`config.mk`:
```
export PLATFORM = sky130hd
export DESIGN_NAME = vga_timing_out
export DESIGN_NICKNAME = d
export VERILOG_FILES = /design/src/rtl/vga_pkg.sv /design/src/rtl/vga_timing_out_sync_delay.sv /design/src/rtl/vga_timing_out.sv
export SDC_FILE = /design/constraint.sdc
export NUM_CORES = 1
export LEC_CHECK = 0
export ABC_CLOCK_PERIOD_IN_PS = 3850
export CORE_MARGIN = 3
export CORE_UTILIZATION = 40
export DETAILED_ROUTE_END_ITERATION = 12
export PLACE_DENSITY_LB_ADDON = 0.1
export SLEW_MARGIN = 10
export SYNTH_ARGS = -nofsm -noshare
export SYNTH_HDL_FRONTEND = slang
export SYNTH_SLANG_ARGS = --single-unit
```
`constraint.sdc`:
```
create_clock -name clk -period 3.85 [get_ports clk]
set_clock_uncertainty 0.15 [all_clocks]
set_input_delay 0.77 -clock clk [delete_from_list [all_inputs] [get_ports clk]]
set_output_delay 0.77 -clock clk [all_outputs]
set_load 0.005 [all_outputs]
```
`src/rtl/vga_pkg.sv`:
```
// Shared 640x480@60 VGA timing defaults, coordinate width and the RGB332 expander
// used by the display output stage.
package vga_pkg;

    localparam int H_ACTIVE   = 640;
    localparam int H_FP       = 16;
    localparam int H_SYNC     = 96;
    localparam int H_BP       = 48;
    localparam int V_ACTIVE   = 480;
    localparam int V_FP       = 10;
    localparam int V_SYNC     = 2;
    localparam int V_BP       = 33;
    localparam int PIPE_DELAY = 2;

    localparam int H_TOTAL = H_ACTIVE + H_FP + H_SYNC + H_BP;
    localparam int V_TOTAL = V_ACTIVE + V_FP + V_SYNC + V_BP;

    localparam int COORD_W = 11;

    typedef struct packed {
        logic hs;
        logic vs;
        logic active;
    } sync_t;

    // Bit replication keeps 0x00 -> 0x00 and full scale -> 0xFF on every channel.
    function automatic logic [23:0] rgb332_expand(input logic [7:0] rgb);
        return {rgb[7:5], rgb[7:5], rgb[7:6],
                rgb[4:2], rgb[4:2], rgb[4:3],
                {4{rgb[1:0]}}};
    endfunction

endpackage

```
`src/rtl/vga_timing_out_sync_delay.sv`:
```
// Clearable shift register that delays the raw sync/active bundle so it lines up
// with the pixel returning from the drawing pipeline. DEPTH=0 is a plain wire.
module sync_delay #(
    parameter int                DEPTH       = 2,
    parameter int                WIDTH       = 3,
    parameter logic [WIDTH-1:0]  RESET_VALUE = '0
) (
    input  logic             clk,
    input  logic             resetN,
    input  logic [WIDTH-1:0] d_i,
    output logic [WIDTH-1:0] q_o
);

    generate
        if (DEPTH == 0) begin : g_bypass
            assign q_o = d_i;
        end else begin : g_pipe
            logic [WIDTH-1:0] stage_q [DEPTH];

            always_ff @(posedge clk or negedge resetN) begin
                if (!resetN) begin
                    for (int i = 0; i < DEPTH; i++) begin
                        stage_q[i] <= RESET_VALUE;
                    end
                end else begin
                    stage_q[0] <= d_i;
                    for (int i = 1; i < DEPTH; i++) begin
                        stage_q[i] <= stage_q[i-1];
                    end
                end
            end

            assign q_o = stage_q[DEPTH-1];
        end
    endgenerate

endmodule

```
`src/rtl/vga_timing_out.sv`:
```
// Final display stage: raster counters for the drawing objects, plus sync/blank
// re-aligned to the returning RGB332 pixel and expanded to 8-bit DAC channels.
module vga_timing_out #(
    parameter int H_ACTIVE   = vga_pkg::H_ACTIVE,
    parameter int H_FP       = vga_pkg::H_FP,
    parameter int H_SYNC     = vga_pkg::H_SYNC,
    parameter int H_BP       = vga_pkg::H_BP,
    parameter int V_ACTIVE   = vga_pkg::V_ACTIVE,
    parameter int V_FP       = vga_pkg::V_FP,
    parameter int V_SYNC     = vga_pkg::V_SYNC,
    parameter int V_BP       = vga_pkg::V_BP,
    parameter int PIPE_DELAY = vga_pkg::PIPE_DELAY
) (
    input  logic                        clk,
    input  logic                        resetN,
    input  logic [7:0]                  RGBIn,
    output logic [vga_pkg::COORD_W-1:0] pixelX,
    output logic [vga_pkg::COORD_W-1:0] pixelY,
    output logic                        startOfFrame,
    output logic                        vgaHS,
    output logic                        vgaVS,
    output logic                        vgaBlankN,
    output logic [7:0]                  vgaR,
    output logic [7:0]                  vgaG,
    output logic [7:0]                  vgaB
);

    import vga_pkg::*;

    localparam int HT = H_ACTIVE + H_FP + H_SYNC + H_BP;
    localparam int VT = V_ACTIVE + V_FP + V_SYNC + V_BP;

    localparam logic [COORD_W-1:0] H_LAST     = COORD_W'(HT - 1);
    localparam logic [COORD_W-1:0] V_LAST     = COORD_W'(VT - 1);
    localparam logic [COORD_W-1:0] H_VIS      = COORD_W'(H_ACTIVE);
    localparam logic [COORD_W-1:0] V_VIS      = COORD_W'(V_ACTIVE);
    localparam logic [COORD_W-1:0] HS_START   = COORD_W'(H_ACTIVE + H_FP);
    localparam logic [COORD_W-1:0] HS_END     = COORD_W'(H_ACTIVE + H_FP + H_SYNC);
    localparam logic [COORD_W-1:0] VS_START   = COORD_W'(V_ACTIVE + V_FP);
    localparam logic [COORD_W-1:0] VS_END     = COORD_W'(V_ACTIVE + V_FP + V_SYNC);

    localparam sync_t SYNC_IDLE = '{hs: 1'b1, vs: 1'b1, active: 1'b0};

    logic [COORD_W-1:0] hCnt_q, hCnt_d;
    logic [COORD_W-1:0] vCnt_q, vCnt_d;

    sync_t rawSync;
    sync_t dlySync;

    logic        hs_q, hs_d;
    logic        vs_q, vs_d;
    logic        blankN_q, blankN_d;
    logic [23:0] rgb_q, rgb_d;

    // Line counter wraps every clock period of a line; the frame counter only
    // advances (and wraps) on that same line-wrap clock.
    always_comb begin
        hCnt_d = hCnt_q + 1'b1;
        vCnt_d = vCnt_q;
        if (hCnt_q == H_LAST) begin
            hCnt_d = '0;
            vCnt_d = (vCnt_q == V_LAST) ? '0 : vCnt_q + 1'b1;
        end
    end

    always_ff @(posedge clk or negedge resetN) begin
        if (!resetN) begin
            hCnt_q <= '0;
            vCnt_q <= '0;
        end else begin
            hCnt_q <= hCnt_d;
            vCnt_q <= vCnt_d;
        end
    end

    always_comb begin
        rawSync.hs     = !((hCnt_q >= HS_START) && (hCnt_q < HS_END));
        rawSync.vs     = !((vCnt_q >= VS_START) && (vCnt_q < VS_END));
        rawSync.active = (hCnt_q < H_VIS) && (vCnt_q < V_VIS);
    end

    sync_delay #(
        .DEPTH       (PIPE_DELAY),
        .WIDTH       ($bits(sync_t)),
        .RESET_VALUE (SYNC_IDLE)
    ) u_sync_delay (
        .clk    (clk),
        .resetN (resetN),
        .d_i    (rawSync),
        .q_o    (dlySync)
    );

    // Blanked pixels are forced black whatever the mux is still presenting.
    always_comb begin
        hs_d     = dlySync.hs;
        vs_d     = dlySync.vs;
        blankN_d = dlySync.active;
        rgb_d    = dlySync.active ? rgb332_expand(RGBIn) : 24'h000000;
    end

    always_ff @(posedge clk or negedge resetN) begin
        if (!resetN) begin
            hs_q     <= 1'b1;
            vs_q     <= 1'b1;
            blankN_q <= 1'b0;
            rgb_q    <= '0;
        end else begin
            hs_q     <= hs_d;
            vs_q     <= vs_d;
            blankN_q <= blankN_d;
            rgb_q    <= rgb_d;
        end
    end

    // Gated by reset so the pulse is low while held and lands on the first clock after release.
    assign startOfFrame = resetN && (hCnt_q == '0) && (vCnt_q == '0);

    assign pixelX    = hCnt_q;
    assign pixelY    = vCnt_q;
    assign vgaHS     = hs_q;
    assign vgaVS     = vs_q;
    assign vgaBlankN = blankN_q;
    assign vgaR      = rgb_q[23:16];
    assign vgaG      = rgb_q[15:8];
    assign vgaB      = rgb_q[7:0];

endmodule

```
==> summary.md <==
| Metric | Value |
|---|---|
| Run status | completed |
| Fin crit period | 2.83 ns |
| Post-CTS Setup Inserts | 0 |
| CTS hold repair buffers | 0 |
| Number of buffers added by the clock tree synthesis step | 5 |
| Global routing usage summed across all routing layers | 15.2% |
| Hold Startpoint | u_sync_delay.g_pipe.stage_q[3] |
| Count of H-tree levels built during CTS | 2 |
| Worst setup path class | flip-flop to output port |
| Post-Synthesis Net Count | 188 |
| Clock sink count | 39 |
| Number of antenna violations at the first check in global routing | 0 |
| Number of diodes added for antenna fixing | 0 |
| Cell Area, Placed | 2350 um2 |
| Area growth from synthesis to final layout | 33.6% |
| Yosys warning count | 0 |
| # rows | 24 |
| Highest Clock Rate | 354 MHz |
| Detailed-route wire length | 3850 um |
| End of the worst hold path | u_sync_delay.q_o[0] |
| Portion of the post-synthesis area used by sequential elements | 53.3% |
| Power Dens Cells | 325 nW/um2 |
| Post-DR vias/cell | 4.99 |
| IR drop worst, VDD | 0.000173 V |
| Remaining global-route overflow | 0 |
| R2R Path End | pixelY[8] |
| Final Hold Fails | 0 |
| Placer congestion estimate | 0.805 |
| DRC violation count after routing | 0 |
| Commonest cells after routing, fill and taps aside | 58 x sky130_fd_sc_hd__clkdlybuf4s50_1, 33 x sky130_fd_sc_hd__dfrtp_1, 13 x sky130_fd_sc_hd__nor2_1 |
| Number of nets in the layout | 235 |
| Largest net degree at the start of global routing | 40 |
| Mapped Avg Cell Area | 10.7 um2 |
| Cell at the root of the clock tree | sky130_fd_sc_hd__clkbuf_8 |
| Via count of the first global-routing pass | 1361 |
| Routed len/inst | 14.1 um |
| Sort of element at the end of the critical path | output port |
| Setup-failing EPs final | 0 |
| Pins over their slew limit | 0 |
| Setup repair after global routing missed its margin | false |
| Type of the worst min-delay path | flip-flop to flip-flop |
| Starting utilization of the core area | 41.8% |
| Relative slew slack | 57.4% |
| Max-Cap Viols | 0 |
| Placeable core area | 4410 um2 |
| Synth Cell Area | 1850 um2 |
| Number of placed instances with taps included | 265 |
| CTS clock-pin slew for the worst setup and hold paths | 0.08 ns |
| Start of the worst register-to-register path | pixelX[6] |
| Syn Inst Count | 173 |
| Layout cells sized above 1 | 10.4% |
| CP Data Arrival Time | 1.91 ns |
| X dimension of the die | 73.9 um |
| DRC marker count from the first detailed-route iteration | 64 |
| Sum of negative setup slack | 0 ns |
| TritonCTS clock tree | done |
| Count of antenna-violating nets left after detailed routing | 0 |
| Number of storage elements in the synthesis netlist | 39 |
| Die height | 73.9 um |
| Total non-filler cell area in the finished layout | 2470 um2 |
| Maximum clock insertion buffer count | 2 |
| Worst-case register-to-register setup slack | 1.47 ns |
| First-pass GRT wire length | 6370 um |
| Share of the clock period used by the worst path | 73.5% |
| CP Data Required Time | 2.93 ns |
| Number of cells traversed by the worst hold path | 0 |
| Insertion delay to the later sink of the worst-skew pair | 0.29 ns |
| Commonest non-fill, non-tap cell in the layout | sky130_fd_sc_hd__clkdlybuf4s50_1 |
| First-pass iteration count of the detailed router | 4 |
| Post-cts resize count | 0 |
| Area enclosed by the die boundary | 5460 um2 |
| Count of port buffers added during placement | 59 |
| # IOs | 60 |
| Leakage power summed over all cells | 1.06 nW |
| Number of cells on the worst reg-to-reg path | 5 |
| Unique masters post-synth | 33 |
| DR vias | 1361 |
| Count of non-filler cells in the finished layout | 273 |
| Slew at the pin with the worst max-slew slack | 0.633 ns |
| Filler cells | 405 |
| CP max FO | 5 |
| Hpwl dp | 2780 um |
| Worst Setup Start Kind | flip-flop |
-- cells by family (layout without fill, tap and decap cells) --
| family | after synthesis | count (layout) | synth area share, % |
|---|---|---|---|
| AOI/OAI and AO/OA | 15 | 15 | 4.81 |
| xor gates and xnor gates | 13 | 13 | 6.17 |
| adders and majority gates | 5 | 5 | 3.39 |
| buffers and inverters | 29 | 77 | 10.2 |
| DFF | 39 | 39 | 53.3 |
| and+or+nand+nor | 72 | 72 | 22.2 |
-- worst max path at each step --
stage | start | slack (ns) | endpoint
final | pixelY[0] | 1.02 | startOfFrame
after global routing | pixelX[0] | 0.88 | startOfFrame
after CTS | pixelX[0] | 0.97 | startOfFrame
after detailed placement | resetN | 1.02 | startOfFrame
after global placement | resetN | 1.01 | startOfFrame
after floorplan | pixelX[5] | 1.65 | pixelY[10]
-- layer usage --
metal / GRT usage [%] / share of wire [%]
met5: 0 / 0
met4: 6.04 / 1.1
met3: 3.97 / 6.8
met2: 24.5 / 47
met1: 19.5 / 45
-- registers in the layout, summed over array words and instances, names as in the netlist --
register                     cells
pixelX                          11
pixelY                          11
rgb_q                            8
u_sync_delay.g_pipe.stage_q      3
u_sync_delay.q_o                 3
vgaBlankN                        1
vgaHS                            1
vgaVS                            1
-- critical path: stages (launching register included) --
cell	delay (ns)
sky130_fd_sc_hd__dfrtp_1	0.43
sky130_fd_sc_hd__inv_1	0.16
sky130_fd_sc_hd__ha_1	0.16
sky130_fd_sc_hd__nor2b_1	0.16
sky130_fd_sc_hd__nand2_1	0.08
sky130_fd_sc_hd__nor2_1	0.13
sky130_fd_sc_hd__clkdlybuf4s50_1	0.51
-- synthesized netlist by cell type --
cell type,count,share of area [%]
sky130_fd_sc_hd__a21oi_1,4,1.1
sky130_fd_sc_hd__a31o_2,1,0.47
sky130_fd_sc_hd__a31oi_1,1,0.34
sky130_fd_sc_hd__and2_1,9,3.1
sky130_fd_sc_hd__and2_2,1,0.41
sky130_fd_sc_hd__and3_1,1,0.34
sky130_fd_sc_hd__and3_2,2,0.81
sky130_fd_sc_hd__and4_1,1,0.47
sky130_fd_sc_hd__and4b_1,1,0.54
sky130_fd_sc_hd__buf_4,17,6.9
sky130_fd_sc_hd__buf_6,2,1.2
sky130_fd_sc_hd__clkbuf_1,2,0.41
sky130_fd_sc_hd__dfrtp_1,33,45
sky130_fd_sc_hd__dfstp_2,6,8.5
sky130_fd_sc_hd__ha_1,5,3.4
sky130_fd_sc_hd__inv_1,8,1.6
sky130_fd_sc_hd__nand2_1,11,2.2
sky130_fd_sc_hd__nand2b_1,1,0.34
sky130_fd_sc_hd__nand3_1,7,1.9
sky130_fd_sc_hd__nand4_1,8,2.7
sky130_fd_sc_hd__nor2_1,13,2.6
sky130_fd_sc_hd__nor2b_1,1,0.34
sky130_fd_sc_hd__nor3_1,6,1.6
sky130_fd_sc_hd__nor4_1,4,1.4
sky130_fd_sc_hd__nor4_4,1,1.2
sky130_fd_sc_hd__nor4b_1,2,0.95
sky130_fd_sc_hd__o2111ai_1,1,0.47
sky130_fd_sc_hd__o21ai_0,6,1.6
sky130_fd_sc_hd__o31ai_1,2,0.81
sky130_fd_sc_hd__or3_1,2,0.68
sky130_fd_sc_hd__or4_4,1,0.61
sky130_fd_sc_hd__xnor2_1,6,2.8
sky130_fd_sc_hd__xor2_1,7,3.3
-- final cells by class --
cell class,instances,area (um2),area share [%]
clock inverter,3,43.8,1.78
clock buffer,5,68.8,2.79
tap,52,65.1,2.64
timing repair buffer,61,601,24.4
inverter,8,30.0,1.22
sequential,39,983,39.9
multi-input combinational,105,674,27.3
-- where the power goes --
part	leakage, nW	internal, mW	switching, mW
sequential	0.476	0.414	0.00288
combinational	0.523	0.0313	0.0159
clock	0.0581	0.193	0.145
-- metrics by stage --
step                worst slack (ns)  hold WS [ns]  util [%]  power [mW]
global placement                1.01         0.183      53.3       0.472
detailed placement              1.02         0.190      53.3       0.473
CTS                            0.971         0.208      55.9       0.813
floorplan                       1.65         0.181         -       0.442
global route                   0.877         0.210      55.9       0.835
finish                          1.02         0.203      55.9       0.802
Power figures use the tool's default switching activity.
